--- src/rtl/pdn_rail_sequencer.sv ---
// pdn_rail_sequencer: ordered power-up/down of NUM_RAILS supply rails with power-good checking and fault shutdown
module pdn_rail_sequencer #(
  parameter int NUM_RAILS   = 8,
  parameter int IDX_W       = 5,
  parameter int CNT_W       = 16,
  parameter int SETTLE_CYC  = 100,
  parameter int TIMEOUT_CYC = 1000
) (
  input  logic                 clk,
  input  logic                 rst_n,
  input  logic                 pwr_up_req,
  input  logic                 pwr_dn_req,
  input  logic                 fault_clr,
  input  logic [NUM_RAILS-1:0] rail_pg,
  output logic [NUM_RAILS-1:0] rail_en,
  output logic                 all_good,
  output logic                 busy,
  output logic                 fault,
  output logic [IDX_W-1:0]     fault_rail
);
  typedef enum logic [2:0] {OFF, UP_WAIT, UP_SETTLE, ON, DN_WAIT, DN_SETTLE, FAULT} state_t;
  localparam logic [NUM_RAILS-1:0] ONE = NUM_RAILS'(1);
  state_t               state_q, state_d;
  logic [IDX_W-1:0]     idx_q, idx_d, fault_rail_q, fault_rail_d, mon_idx;
  logic [CNT_W-1:0]     cnt_q, cnt_d;
  logic [NUM_RAILS-1:0] rail_en_q, rail_en_d, cur, bad;
  logic                 all_good_q, busy_q, fault_q, trans, pg_cur, tmo, stl;
  // Rail monitor: enabled rails that lost power-good, excluding the rail being stepped
  always_comb begin
    trans   = state_q inside {UP_WAIT, UP_SETTLE, DN_WAIT, DN_SETTLE};
    cur     = ONE << idx_q;
    bad     = (trans || state_q == ON) ? rail_en_q & ~rail_pg & (trans ? ~cur : '1) : '0;
    pg_cur  = |(rail_pg & cur);
    tmo     = cnt_q == CNT_W'(TIMEOUT_CYC - 1);
    stl     = cnt_q == CNT_W'(SETTLE_CYC - 1);
    mon_idx = '0;
    for (int j = NUM_RAILS - 1; j >= 0; j--)
      if (bad[j]) mon_idx = IDX_W'(j);
  end
  // Sequencing decisions; a monitor fault overrides every other transition
  always_comb begin
    state_d      = state_q;
    idx_d        = idx_q;
    rail_en_d    = rail_en_q;
    fault_rail_d = fault_rail_q;
    cnt_d        = trans ? cnt_q + 1'b1 : '0;
    if (|bad) begin
      state_d      = FAULT;
      fault_rail_d = mon_idx;
    end else begin
      case (state_q)
        OFF: if (pwr_up_req && !pwr_dn_req) begin
          state_d   = UP_WAIT;
          idx_d     = '0;
          rail_en_d = ONE;
        end
        UP_WAIT: if (pwr_dn_req) begin
          state_d   = DN_WAIT;
          rail_en_d = rail_en_q & ~cur;
        end else if (pg_cur) state_d = UP_SETTLE;
        else if (tmo) begin
          state_d      = FAULT;
          fault_rail_d = idx_q;
        end
        UP_SETTLE: if (pwr_dn_req) begin
          state_d   = DN_WAIT;
          rail_en_d = rail_en_q & ~cur;
        end else if (stl && idx_q == IDX_W'(NUM_RAILS - 1)) state_d = ON;
        else if (stl) begin
          state_d   = UP_WAIT;
          idx_d     = idx_q + 1'b1;
          rail_en_d = rail_en_q | (cur << 1);
        end
        ON: if (pwr_dn_req) begin
          state_d   = DN_WAIT;
          idx_d     = IDX_W'(NUM_RAILS - 1);
          rail_en_d = rail_en_q & ~(ONE << (NUM_RAILS - 1));
        end
        DN_WAIT: if (!pg_cur) state_d = DN_SETTLE;
        else if (tmo) begin
          state_d      = FAULT;
          fault_rail_d = idx_q;
        end
        DN_SETTLE: if (stl && idx_q == '0) state_d = OFF;
        else if (stl) begin
          state_d   = DN_WAIT;
          idx_d     = idx_q - 1'b1;
          rail_en_d = rail_en_q & ~(cur >> 1);
        end
        FAULT: if (fault_clr && !pwr_up_req) begin
          state_d = OFF;
          idx_d   = '0;
        end
        default: state_d = OFF;
      endcase
    end
    if (state_d == FAULT) rail_en_d = '0;
    if (state_d != state_q) cnt_d = '0;
  end
  // State and registered outputs
  always_ff @(posedge clk or negedge rst_n) begin
    if (!rst_n) begin
      state_q      <= OFF;
      idx_q        <= '0;
      cnt_q        <= '0;
      rail_en_q    <= '0;
      fault_rail_q <= '0;
      all_good_q   <= 1'b0;
      busy_q       <= 1'b0;
      fault_q      <= 1'b0;
    end else begin
      state_q      <= state_d;
      idx_q        <= idx_d;
      cnt_q        <= cnt_d;
      rail_en_q    <= rail_en_d;
      fault_rail_q <= fault_rail_d;
      all_good_q   <= state_d == ON;
      busy_q       <= state_d inside {UP_WAIT, UP_SETTLE, DN_WAIT, DN_SETTLE};
      fault_q      <= state_d == FAULT;
    end
  end
  assign rail_en    = rail_en_q;
  assign all_good   = all_good_q;
  assign busy       = busy_q;
  assign fault      = fault_q;
  assign fault_rail = fault_rail_q;
endmodule

--- config.mk ---
export PLATFORM = sky130hd
export DESIGN_NAME = pdn_rail_sequencer
export DESIGN_NICKNAME = d
export VERILOG_FILES = /design/src/rtl/pdn_rail_sequencer.sv
export SDC_FILE = /design/constraint.sdc
export NUM_CORES = 1
export LEC_CHECK = 0
export CAP_MARGIN = 20
export CORE_MARGIN = 4
export CORE_UTILIZATION = 45
export CTS_BUF_LIST = sky130_fd_sc_hd__clkbuf_4 sky130_fd_sc_hd__clkbuf_8 sky130_fd_sc_hd__clkbuf_16
export CTS_CLUSTER_SIZE = 8
export DETAILED_ROUTE_END_ITERATION = 8
export PLACE_DENSITY = 0.77
export SYNTH_ARGS = -nofsm -noshare
export SYNTH_HDL_FRONTEND = slang
export SYNTH_SLANG_ARGS = --single-unit
--- constraint.sdc ---
create_clock -name clk -period 3.1 [get_ports clk]
set_clock_uncertainty 0.15 [all_clocks]
set_input_delay 0.465 -clock clk [delete_from_list [all_inputs] [get_ports clk]]
set_output_delay 0.465 -clock clk [all_outputs]
set_load 0.005 [all_outputs]
After elaboration in Yosys (flattened, before gate mapping)
Cells that the tools add are included.
{"block": "word_totals", "register_bits": 40, "output_inout_bits": 16, "in_bits": 13}
{"block": "op_classes", "n_reduce_logical": 21, "n_eq_ne": 36, "addsub": 3, "n_shift": 1, "mux": 52, "bitwise_logic": 10}
{"cell": "8-bit two-way mux", "n": 12}
{"cell": "5-bit two-way mux", "n": 16}
{"cell": "3-bit two-way mux", "n": 18}
{"cell": "8-bit bitwise AND", "n": 5}
{"cell": "8-bit one-hot mux with 5 select lines", "n": 1}
{"cell": "16-bit two-way mux", "n": 2}
{"cell": "5-bit one-hot mux with 5 select lines", "n": 1}
{"cell": "3-bit by 2-bit != test with 1-bit output (second input constant)", "n": 7}
{"cell": "3-bit one-hot mux with 7 select lines", "n": 1}
{"cell": "3-bit equality test (second input constant)", "n": 6}
{"cell": "9-bit AND reduction", "n": 2}
{"cell": "16-bit by 1-bit adder with 16-bit output (second input constant)", "n": 1}
{"cell": "16-bit by 10-bit equality test with 1-bit output (second input constant)", "n": 1}
{"cell": "16-bit by 7-bit equality test with 1-bit output (second input constant)", "n": 1}
{"cell": "2-bit != test (second input constant)", "n": 8}
{"cell": "8-bit NOT", "n": 2}
{"cell": "8-bit OR reduction", "n": 2}
{"cell": "3-bit by 2-bit equality test with 1-bit output (second input constant)", "n": 4}
{"cell": "5-bit one-hot mux with 2 select lines", "n": 1}
{"cell": "10-bit AND reduction", "n": 1}
{"cell": "5-bit nonzero test", "n": 2}
{"cell": "4-bit by 3-bit != test with 1-bit output (second input constant)", "n": 2}
{"cell": "7-bit NOT with 8-bit output", "n": 1}
{"cell": "8-bit bitwise OR", "n": 1}
{"cell": "other kinds (18)", "n": 25}

Longest topological paths before layout
Gate-level depths: netlist of run 1.
{"block": "logic_depth", "word_depth": 14, "ltp_mapped": 12, "mapped_depth_nobuf": 10}

Worst setup path after synthesis of run 1
No wires, ideal clock.
{"block": "synth_timing", "kind": "register to register", "startpoint": "register cnt_q[11]", "endpoint": "register rail_en_q[3] (netlist: rail_en[3])", "stages_incl_launch_ff": 11, "path_slack_ns": 0.220, "synth_period_minus_slack_ns": 2.880, "n_path_buf": 3, "t_arrival_ns": 2.635, "setup_ns": 0.096, "cell_sequence": "dfrtp_1 or4_4 or4_4 buf_6 o31ai_2 and3_1 buf_6 and2_1 buf_4 a41oi_1 a311oi_2"}
{"block": "synth_via", "elab_chain_len": 9, "word_cells_on_any_way": 27, "cone_classes": "11 x eq/ne; 12 x mux; 4 x reduce/logical"}
{"element": "start, declared", "line": "25", "source": "logic [CNT_W-1:0] cnt_q, cnt_d;"}
{"element": "start signal, assigned", "line": "114", "source": "cnt_q <= cnt_d;"}
{"element": "16-bit by 7-bit equality test with 1-bit output or 16-bit by 10-bit equality test with 1-bit output (tied branches)", "line": "35, 34"}
{"element": "3-bit two-way mux, or another cell as far along", "line": "69", "source": "else if (stl) begin"}
{"element": "3-bit two-way mux (on tied branches)", "line": "68, 60"}
{"element": "3-bit two-way mux (on tied branches)", "line": "65, 57"}
{"element": "3-bit one-hot mux with 7 select lines", "line": "51", "source": "case (state_q)"}
{"element": "3-bit two-way mux", "line": "47", "source": "if (|bad) begin"}
{"element": "3-bit equality test", "line": "97", "source": "if (state_d == FAULT) rail_en_d = '0;"}
{"element": "4-bit by 3-bit != test with 1-bit output (no line), or another cell as far along"}
{"element": "9-bit AND reduction (no line)"}
{"element": "end signal, assigned", "line": "115", "source": "rail_en_q <= rail_en_d;"}
{"element": "end, declared", "line": "26", "source": "logic [NUM_RAILS-1:0] rail_en_q, rail_en_d, cur, bad;"}
Several ways; a longest one is shown, not always the timed one.
A chain may end at the register's enable or synchronous reset.

Worst setup path in the final report of run 1
{"block": "layout_timing", "startpoint": "register idx_q[4]", "endpoint": "register cnt_q[1]"}
{"block": "layout_via", "elab_chain_len": 9, "word_cells_on_any_way": 22, "cone_classes": "2 x eq/ne; 1 x shift; 11 x mux; 3 x bitwise; 5 x reduce/logical"}
{"element": "start, declared", "line": "24", "source": "logic [IDX_W-1:0] idx_q, idx_d, fault_rail_q, fault_rail_d, mon_idx;"}
{"element": "start signal, assigned", "line": "113", "source": "idx_q <= idx_d;"}
{"element": "1-bit by 5-bit left shift with 8-bit output", "line": "31", "source": "cur = ONE << idx_q;"}
{"element": "8-bit bitwise AND or 8-bit NOT (tied branches)", "line": "33, 32"}
{"element": "8-bit OR reduction or 8-bit two-way mux (tied branches)", "line": "33, 32"}
{"element": "3-bit two-way mux or 8-bit bitwise AND (tied branches)", "line": "60, 32"}
{"element": "3-bit two-way mux or 8-bit two-way mux (tied branches)", "line": "57, 32"}
{"element": "3-bit one-hot mux with 7 select lines or 8-bit OR reduction (tied branches)", "line": "51, 47"}
{"element": "3-bit two-way mux (*)", "line": "47"}
{"element": "via state_d[2]", "line": "23", "source": "state_t state_q, state_d;"}
{"element": "3-bit != test (*)", "line": "98", "source": "if (state_d != state_q) cnt_d = '0;"}
{"element": "16-bit two-way mux (*)", "line": "98"}
{"element": "via cnt_d[1]", "line": "25"}
The timed path passes the listed nets; every way through them passes the cells marked *.

==> qor.yml, run 1 <==
htreeDepth: 2
dp_hpwl_um: 5760
post-route-util_pct: 56.96
power.leakage_nw: 1.606
drv_cap: 0
path_cells: "buf_4 > nor2_1 > buf_4 > a31oi_1 > o31ai_2 > nand4_1 > a211o_1 > o32a_4 > buf_12 > nor2b_1"
tightest_slew_ns: 0.9027
path_max_fanout: 10
final_antenna_net_count: 0
num_vias: 2887
cp-start-kind: "register"
fill_cells: 563
first_iter_violations: 282
place_congestion: 0.9332
synth_nets: 366
area_growth_pct: 21.58
clk_pin_slew_worst_paths_ns: 0.08
yosysWarnings: 0
worst_hold_slack_ns: 0.1429
drt_pass1_iterations: 5
synth_seq_cells: 40
netlist.area_leader.share_pct: 33.26
p_per_area_mw_per_mm2: 250.4
dpl.cell_count: 462
grt_max_degree: 41
nets: 414
drive_gt1_share_pct: 19.19
num_antenna_cells: 0
relSlewSlack_pct: 39.82
min_period_over_period_pct: 96.43
netlist_instances: 348
cts_tree: "yes"
die_w_um: 89.78
grt_overflow_total: 0
clockBufferDepth: 2
multi_input_area_mm2: 0.001906
synthTopCellsByArea: "dfrtp_1, nand2_1, a21oi_1"
arrival_ns: 3.06
grt_use_total_pct: 19.23
die_h_um: 89.78
final_cells: 473
stdcell_area_mm2: 0.003659
rows: 29
syn_area_mm2: 0.003009
antenna_found_initial: 0
final_cell_mix: "dfrtp_1, nand2_1, buf_4"
vdd_drop_max_uv: 205.4
final-seq-area_mm2: 0.001001
wire_per_inst_um: 16.51
min_path_type: "input port to async pin"
slowest_delay_ns: 0.45
synth-main-ff-cell: "dfrtp_1"
slew_viol_final: 0
period_needed_ns: 2.989
avgSynthCellArea_um2: 8.647
fmax_ghz: 0.3345
status: "finished clean"
drc: 0
total_power_uw: 916.2
die_area_mm2: 0.008060
io_buffers: 28
finalHoldViolCount: 0
slowest_stage: "dfrtp_1"
grt_pass1_vias: 2683
clk-insertion-delay-late_ns: 0.30
synth_edf_count: 0
final_common_cell: "dfrtp_1"
cts_buffers: 5
async_flop_share_pct: 100.0
cts_sinks: 40
initial_core_util_pct: 46.85
postPlaceCellArea_mm2: 0.003486
coreArea_mm2: 0.006422
synth_cell_type_count: 70
critical_path_required_ns: 3.17
cts_hold_buf: 0
yosys.area.top_type: "dfrtp_1"
cp-end-kind: "register"
ioPinCount: 29
setup_violations: 0
grt_first_pass_wirelength_um: 13080
yosysSeqAreaShare_pct: 33.26
wl_um: 7809
root_buffer: "clkbuf_8"
path_common_cell: "buf_4"
path_class: "register to register"
drt-vias-per-instance: 6.104
cp_top_family: "compound AO/OA/AOI/OAI gates"
path_buf_inv: 3
metrics by stage:
step           setup TNS (ns)  worst slack (ns)
6_report                    0            0.1106
5_1_grt               -0.2180          -0.04982
4_1_cts                     0           0.06701
3_5_place_dp                0          0.003241
3_3_place_gp                0           0.01528
2_1_floorplan               0            0.2197
cell usage after synthesis (all sizes together) (5+ instances only):
cell type / n
a21oi: 24
a22oi: 7
a311oi: 5
a31oi: 10
and2: 8
and3: 5
buf: 14
clkbuf: 7
dfrtp: 40
inv: 5
mux2i: 10
nand2: 35
nand2b: 13
nand3: 10
nor2: 42
nor2b: 8
nor3: 5
o21ai: 18
o31ai: 6
xnor2: 7
xor2: 10
final cells by class:
type / instances / share of cell area, %
inverters: 5 / 0.5130
clock buffers: 6 / 2.086
clock inverters: 1 / 0.1368
flip-flops and latches: 40 / 27.36
well taps: 77 / 2.633
multi-input cells: 282 / 52.09
repair buffers: 62 / 15.18
flip-flops by register name, summed over array words and instances (netlist names):
| register | count |
|---|---|
| all_good | 1 |
| busy | 1 |
| cnt_q | 16 |
| fault | 1 |
| fault_rail | 5 |
| idx_q | 5 |
| rail_en | 8 |
| state_q | 3 |
cell families (layout without fill, tap and decap cells):
kind of cell	count (synthesis)	after routing	share of synthesized area, %
multiplexers	13	13	4.449
XOR/XNOR	17	17	4.948
flip-flops	40	40	33.26
buffers and inverters	26	74	4.615
AO/OA/AOI/OAI	95	95	21.87
AND/OR/NAND/NOR	152	152	28.52
adder cells (fa/ha/maj)	5	5	2.329
worst reg2reg max path: stages, from the launching register on:
cell,delay (ns)
dfrtp_1,0.45
buf_4,0.19
nor2_1,0.15
buf_4,0.19
a31oi_1,0.12
o31ai_2,0.33
nand4_1,0.27
a211o_1,0.40
o32a_4,0.41
buf_12,0.16
nor2b_1,0.11
timing repair:
action | CTS | global route
pin swaps | 0 | 2
cloned | 0 | 0
gates resized for setup | 1 | 7
setup endpoints to repair | 13 | 18
setup buffers | 2 | 2
path summary, 6_finish.rpt:
path                            startpoint    endpoint  slack [ns]  depth (start not counted)
worst min register to register    cnt_q[0]    cnt_q[0]        0.33                          1
worst min-delay path                 rst_n  rail_en[2]        0.14                          1
max in group asynchronous            rst_n  state_q[1]        2.08                          1
min in group clk                  cnt_q[0]    cnt_q[0]        0.33                          1
worst max register to register    idx_q[4]    cnt_q[1]        0.11                         10
worst max-delay path              idx_q[4]    cnt_q[1]        0.11                         10
where the power goes:
group	total [mW]	switching, mW	internal [mW]
clock network	0.349	0.187	0.162
registers	0.523	0.000981	0.522
logic	0.0443	0.0224	0.0220
total	0.916	0.210	0.706
metal layers:
metal	track usage [%]	up-vias	wire, um
li1	-	1373	-
met3	3.506	17	495
met4	5.492	0	138
met5	0	-	0
met1	24.80	1367	3288
met2	33.02	130	3887
Note: power is estimated with default switching activity, not from simulation.
==> inputs of run 2 (changes only) <==
SETUP_SLACK_MARGIN = 0.2   (was unset)
==> qor.yml, run 2 (synthesis gave the netlist of run 1 again) <==
status: "finished clean"
drive_gt1_share_pct: 25.86
seqPwrFrac_pct: 57.1
highest_layer: "met4"
worst_slack_ns: 0.1399
die_area_mm2: 0.008060
r2r_end: "cnt_q[6]"
wl_um: 8301
startpoint: "cnt_q[7]"
drc: 0
fmax_ghz: 0.3378
final_cell_mix: "buf_4, dfrtp_1, nand2_1"
antenna_found_initial: 0
place_congestion: 0.9332
clk_pin_slew_worst_paths_ns: 0.09
min_period_over_period_pct: 95.49
tightest_slew_ns: 0.9110
setup_tns_ns: 0
critical_path_required_ns: 3.18
path_buf_inv: 1
area_growth_pct: 28.32
dpl.cell_count: 462
clockBufferDepth: 2
power_frac_comb_pct: 5.0
reg2reg_slack_ns: 0.14
final_cells: 483
slew_viol_final: 0
slowest_stage: "or4_4"
final_antenna_net_count: 0
top_register: "cnt_q"
grt_first_pass_wirelength_um: 13170
drv_cap: 0
path_class: "register to register"
cp-end-kind: "register"
ioPinCount: 29
switchingPower_uw: 209.8
root_buffer: "clkbuf_8"
path_cells: "or3b_2 > or4_4 > mux2i_4 > a211oi_2 > o211a_1 > o32a_4 > clkbuf_16 > nor2_4"
grt_use_total_pct: 19.35
io_buffers: 28
relSlewSlack_pct: 39.27
cp-start-kind: "register"
cp_top_family: "simple AND/OR/NAND/NOR gates"
initial_core_util_pct: 46.85
nets: 424
drt-vias-per-instance: 6.155
cts_tree: "yes"
power.leakage_nw: 1.659
clk-insertion-delay-late_ns: 0.30
rows: 29
wire_per_inst_um: 17.19
grt_overflow_total: 0
cts_hold_buf: 0
first_iter_violations: 324
cts_buffers: 5
period_needed_ns: 2.960
path_max_fanout: 7
largest_reg_flops: 16
setup_violations: 0
slowest_delay_ns: 0.63
final_common_cell: "buf_4"
r2r_start: "cnt_q[7]"
netSwitchingFraction_pct: 22.90
num_antenna_cells: 0
grt_max_degree: 41
num_vias: 2973
htreeDepth: 2
intPower_uw: 706.5
r2r_cells: 8
wirelength_met1_um: 3358
arrival_ns: 3.04
finalHoldViolCount: 0
vdd_drop_max_uv: 263.5
grt_pass1_vias: 2712
min_path_type: "input port to async pin"
dp_hpwl_um: 5760
drt_pass1_iterations: 5
p_per_area_mw_per_mm2: 237.3
die_h_um: 89.78
coreArea_mm2: 0.006422
die_w_um: 89.78
dr_wl_met3_um: 581
power_frac_clock_pct: 38.0
met2_length_um: 4244
cts_sinks: 40
place_ws_ns: 0.003241
rsz0062_at_grt: "true"
run 2: layout make-up:
cell class              instances  area [um2]
multi-input cells             282        2011
repair buffers                 72       648.1
clock buffers                   6       76.32
flip-flops and latches         40        1006
inverters                       5       18.77
fillers                       549        2561
clock inverters                 1       5.005
well taps                      77       96.34
run 2: power by group through the flow:
stage / Combinational (mW) / Clock [mW] / Sequential (mW)
floorplan: 0.0117 / 0 / 0.533
global placement: 0.0437 / 0 / 0.533
detailed placement: 0.0444 / 0 / 0.533
CTS: 0.0450 / 0.348 / 0.523
global route: 0.0499 / 0.370 / 0.523
finish: 0.0455 / 0.348 / 0.523
run 2: through the flow:
stage	hold WS, ns	instance area [um2]	total power, mW	utilization [%]
floorplan	0.01941	3009	0.5447	-
global placement	0.3237	3486	0.5769	54.28
detailed placement	0.3274	3486	0.5776	54.28
CTS	0.1930	3643	0.9156	56.73
global route	0.2094	3861	0.9428	60.12
finish	0.1410	3861	0.9163	60.12
run 2: worst register-to-register path: stages, from the launching register on:
cell and delay [ns]:
dfrtp_2 0.43, or3b_2 0.47, or4_4 0.63, mux2i_4 0.21, a211oi_2 0.05, o211a_1 0.26
o32a_4 0.41, clkbuf_16 0.19, nor2_4 0.09
run 2: what timing repair did:
action | in CTS | in global routing
buffers inserted | 6 | 7
pin swaps | 4 | 21
cloned | 0 | 1
endpoints found under the setup margin | 25 | 31
gates resized for setup | 2 | 34
run 2: how the worst max path moves through the flow:
stage | end | slack [ns] | cells past startpoint
after floorplan | rail_en[3] | 0.22 | 10
final | cnt_q[6] | 0.14 | 8
after CTS | cnt_q[2] | 0.20 | 8
after global placement | rail_en[3] | 0.02 | 8
after global routing | cnt_q[6] | 0.07 | 8
after detailed placement | cnt_q[2] | 0.003 | 8
run 2: layer usage:
layer  global-route usage (%)  up-vias
li1                         -     1387
met1                    24.75     1423
met2                    33.21      147
met3                    4.174       16
met4                    5.109        0
met5                        0        -
==> inputs of run 3 (changes only) <==
PLACE_DENSITY = 0.74   (was 0.77)
clock period = 3.6 ns   (was 3.1 ns; I/O delays follow)
==> qor.yml, run 3 (synthesis gave the netlist of run 1 again) <==
status: "finished clean"
post_cts_buffers: 0
endpoint: "rail_en[6]"
place_ws_ns: 0.3441
worst_slack_ns: 0.4078
slew_viol_final: 0
drt-vias-per-instance: 6.151
fill_cells: 596
drt_pass1_iterations: 5
grt_max_degree: 41
ioPinCount: 29
vdd_drop_max_uv: 155.0
path_class: "register to register"
seqPwrFrac_pct: 58.5
first_iter_violations: 304
htreeDepth: 2
grt_pass1_vias: 2602
finalHoldViolCount: 0
cts_tree: "yes"
cp-end-kind: "register"
r2r_start: "idx_q[0]"
cts_hold_buf: 0
min_period_over_period_pct: 88.67
setup_violations: 0
r2r_end: "rail_en[6]"
final_cells: 456
switchingPower_uw: 170.9
critical_path_required_ns: 3.64
final_cell_mix: "dfrtp_1, nand2_1, nor2_1"
rsz0062_at_grt: "false"
grt_first_pass_wirelength_um: 12580
stdcell_area_mm2: 0.003470
final_common_cell: "dfrtp_1"
die_h_um: 89.78
intPower_uw: 599.0
r2r_cells: 8
clk-insertion-delay-late_ns: 0.29
fmax_ghz: 0.3133
worst_hold_slack_ns: 0.2254
startpoint: "idx_q[0]"
p_per_area_mw_per_mm2: 221.9
cts_buffers: 5
top_register: "cnt_q"
final_antenna_net_count: 0
post-route-util_pct: 54.02
power_frac_comb_pct: 4.8
power_frac_clock_pct: 36.7
tightest_slew_ns: 0.9175
num_antenna_cells: 0
clk_pin_slew_worst_paths_ns: 0.08
place_congestion: 1.033
drive_gt1_share_pct: 13.72
num_vias: 2805
rows: 29
min_path_type: "input port to async pin"
initial_core_util_pct: 46.85
multi_input_area_mm2: 0.001869
path_max_fanout: 9
clockBufferDepth: 2
nets: 397
reg2reg_slack_ns: 0.41
postPlaceCellArea_mm2: 0.003388
arrival_ns: 3.23
wire_per_inst_um: 16.43
cts_sinks: 40
area_growth_pct: 15.30
cp-start-kind: "register"
largest_reg_flops: 16
setup_tns_ns: 0
period_needed_ns: 3.192
netSwitchingFraction_pct: 22.20
drc: 0
grt_use_total_pct: 18.63
ctsResizeCount: 0
total_power_uw: 769.9
power.leakage_nw: 1.506
root_buffer: "clkbuf_8"
dpl.cell_count: 449
final-seq-area_mm2: 0.001001
die_area_mm2: 0.008060
dp_hpwl_um: 5642
relSlewSlack_pct: 38.83
die_w_um: 89.78
coreArea_mm2: 0.006422
io_buffers: 28
wl_um: 7492
grt_overflow_total: 0
drv_cap: 0
antenna_found_initial: 0
## run 3: cell count changes in the layout (fill, tap and decap cells not counted), sizes merged
cell / change
clkbuf: -2
clkinvlp: +1
buf: -26
## run 3: power groups by stage
| stage | Clock (mW) | Sequential [mW] | Combinational (mW) |
|---|---|---|---|
| finish | 0.283 | 0.450 | 0.0370 |
| global route | 0.313 | 0.450 | 0.0411 |
| CTS | 0.290 | 0.450 | 0.0375 |
| detailed placement | 0 | 0.459 | 0.0372 |
| global placement | 0 | 0.459 | 0.0372 |
| floorplan | 0 | 0.459 | 0.0100 |
## run 3: metal layers
metal | vias up | part of all wire [%] | GRT usage, %
met1 | 1331 | 42 | 24.20
met5 | - | 0 | 0
met3 | 23 | 6.2 | 3.005
li1 | 1335 | - | -
met4 | 0 | 2.1 | 5.875
met2 | 116 | 49 | 31.83
## run 3: area by class of cell
type / instances / share of cell area [%]
well taps: 77 / 2.777
multi-input cells: 282 / 53.88
repair buffers: 45 / 11.61
flip-flops and latches: 40 / 28.85
clock inverters: 2 / 0.3606
inverters: 5 / 0.5409
clock buffers: 5 / 1.983
## run 3: worst max-delay path, cell delays in order, from the launching register on
cell and delay, ns:
dfrtp_1 0.51, nor2_1 0.51, a21oi_1 0.13, o31ai_1 0.43, nand4_1 0.30, buf_4 0.24, a211o_2 0.31, and2_1 0.27
a311oi_1 0.25
## run 3: how the worst min path moves through the flow
stage,endpoint,slack [ns],cells after the start
floorplan,all_good,0.09,0
global placement,cnt_q[0],0.33,1
detailed placement,cnt_q[0],0.33,1
CTS,fault_rail[2],0.27,1
global route,idx_q[0],0.30,1
finish,fault_rail[3],0.23,1
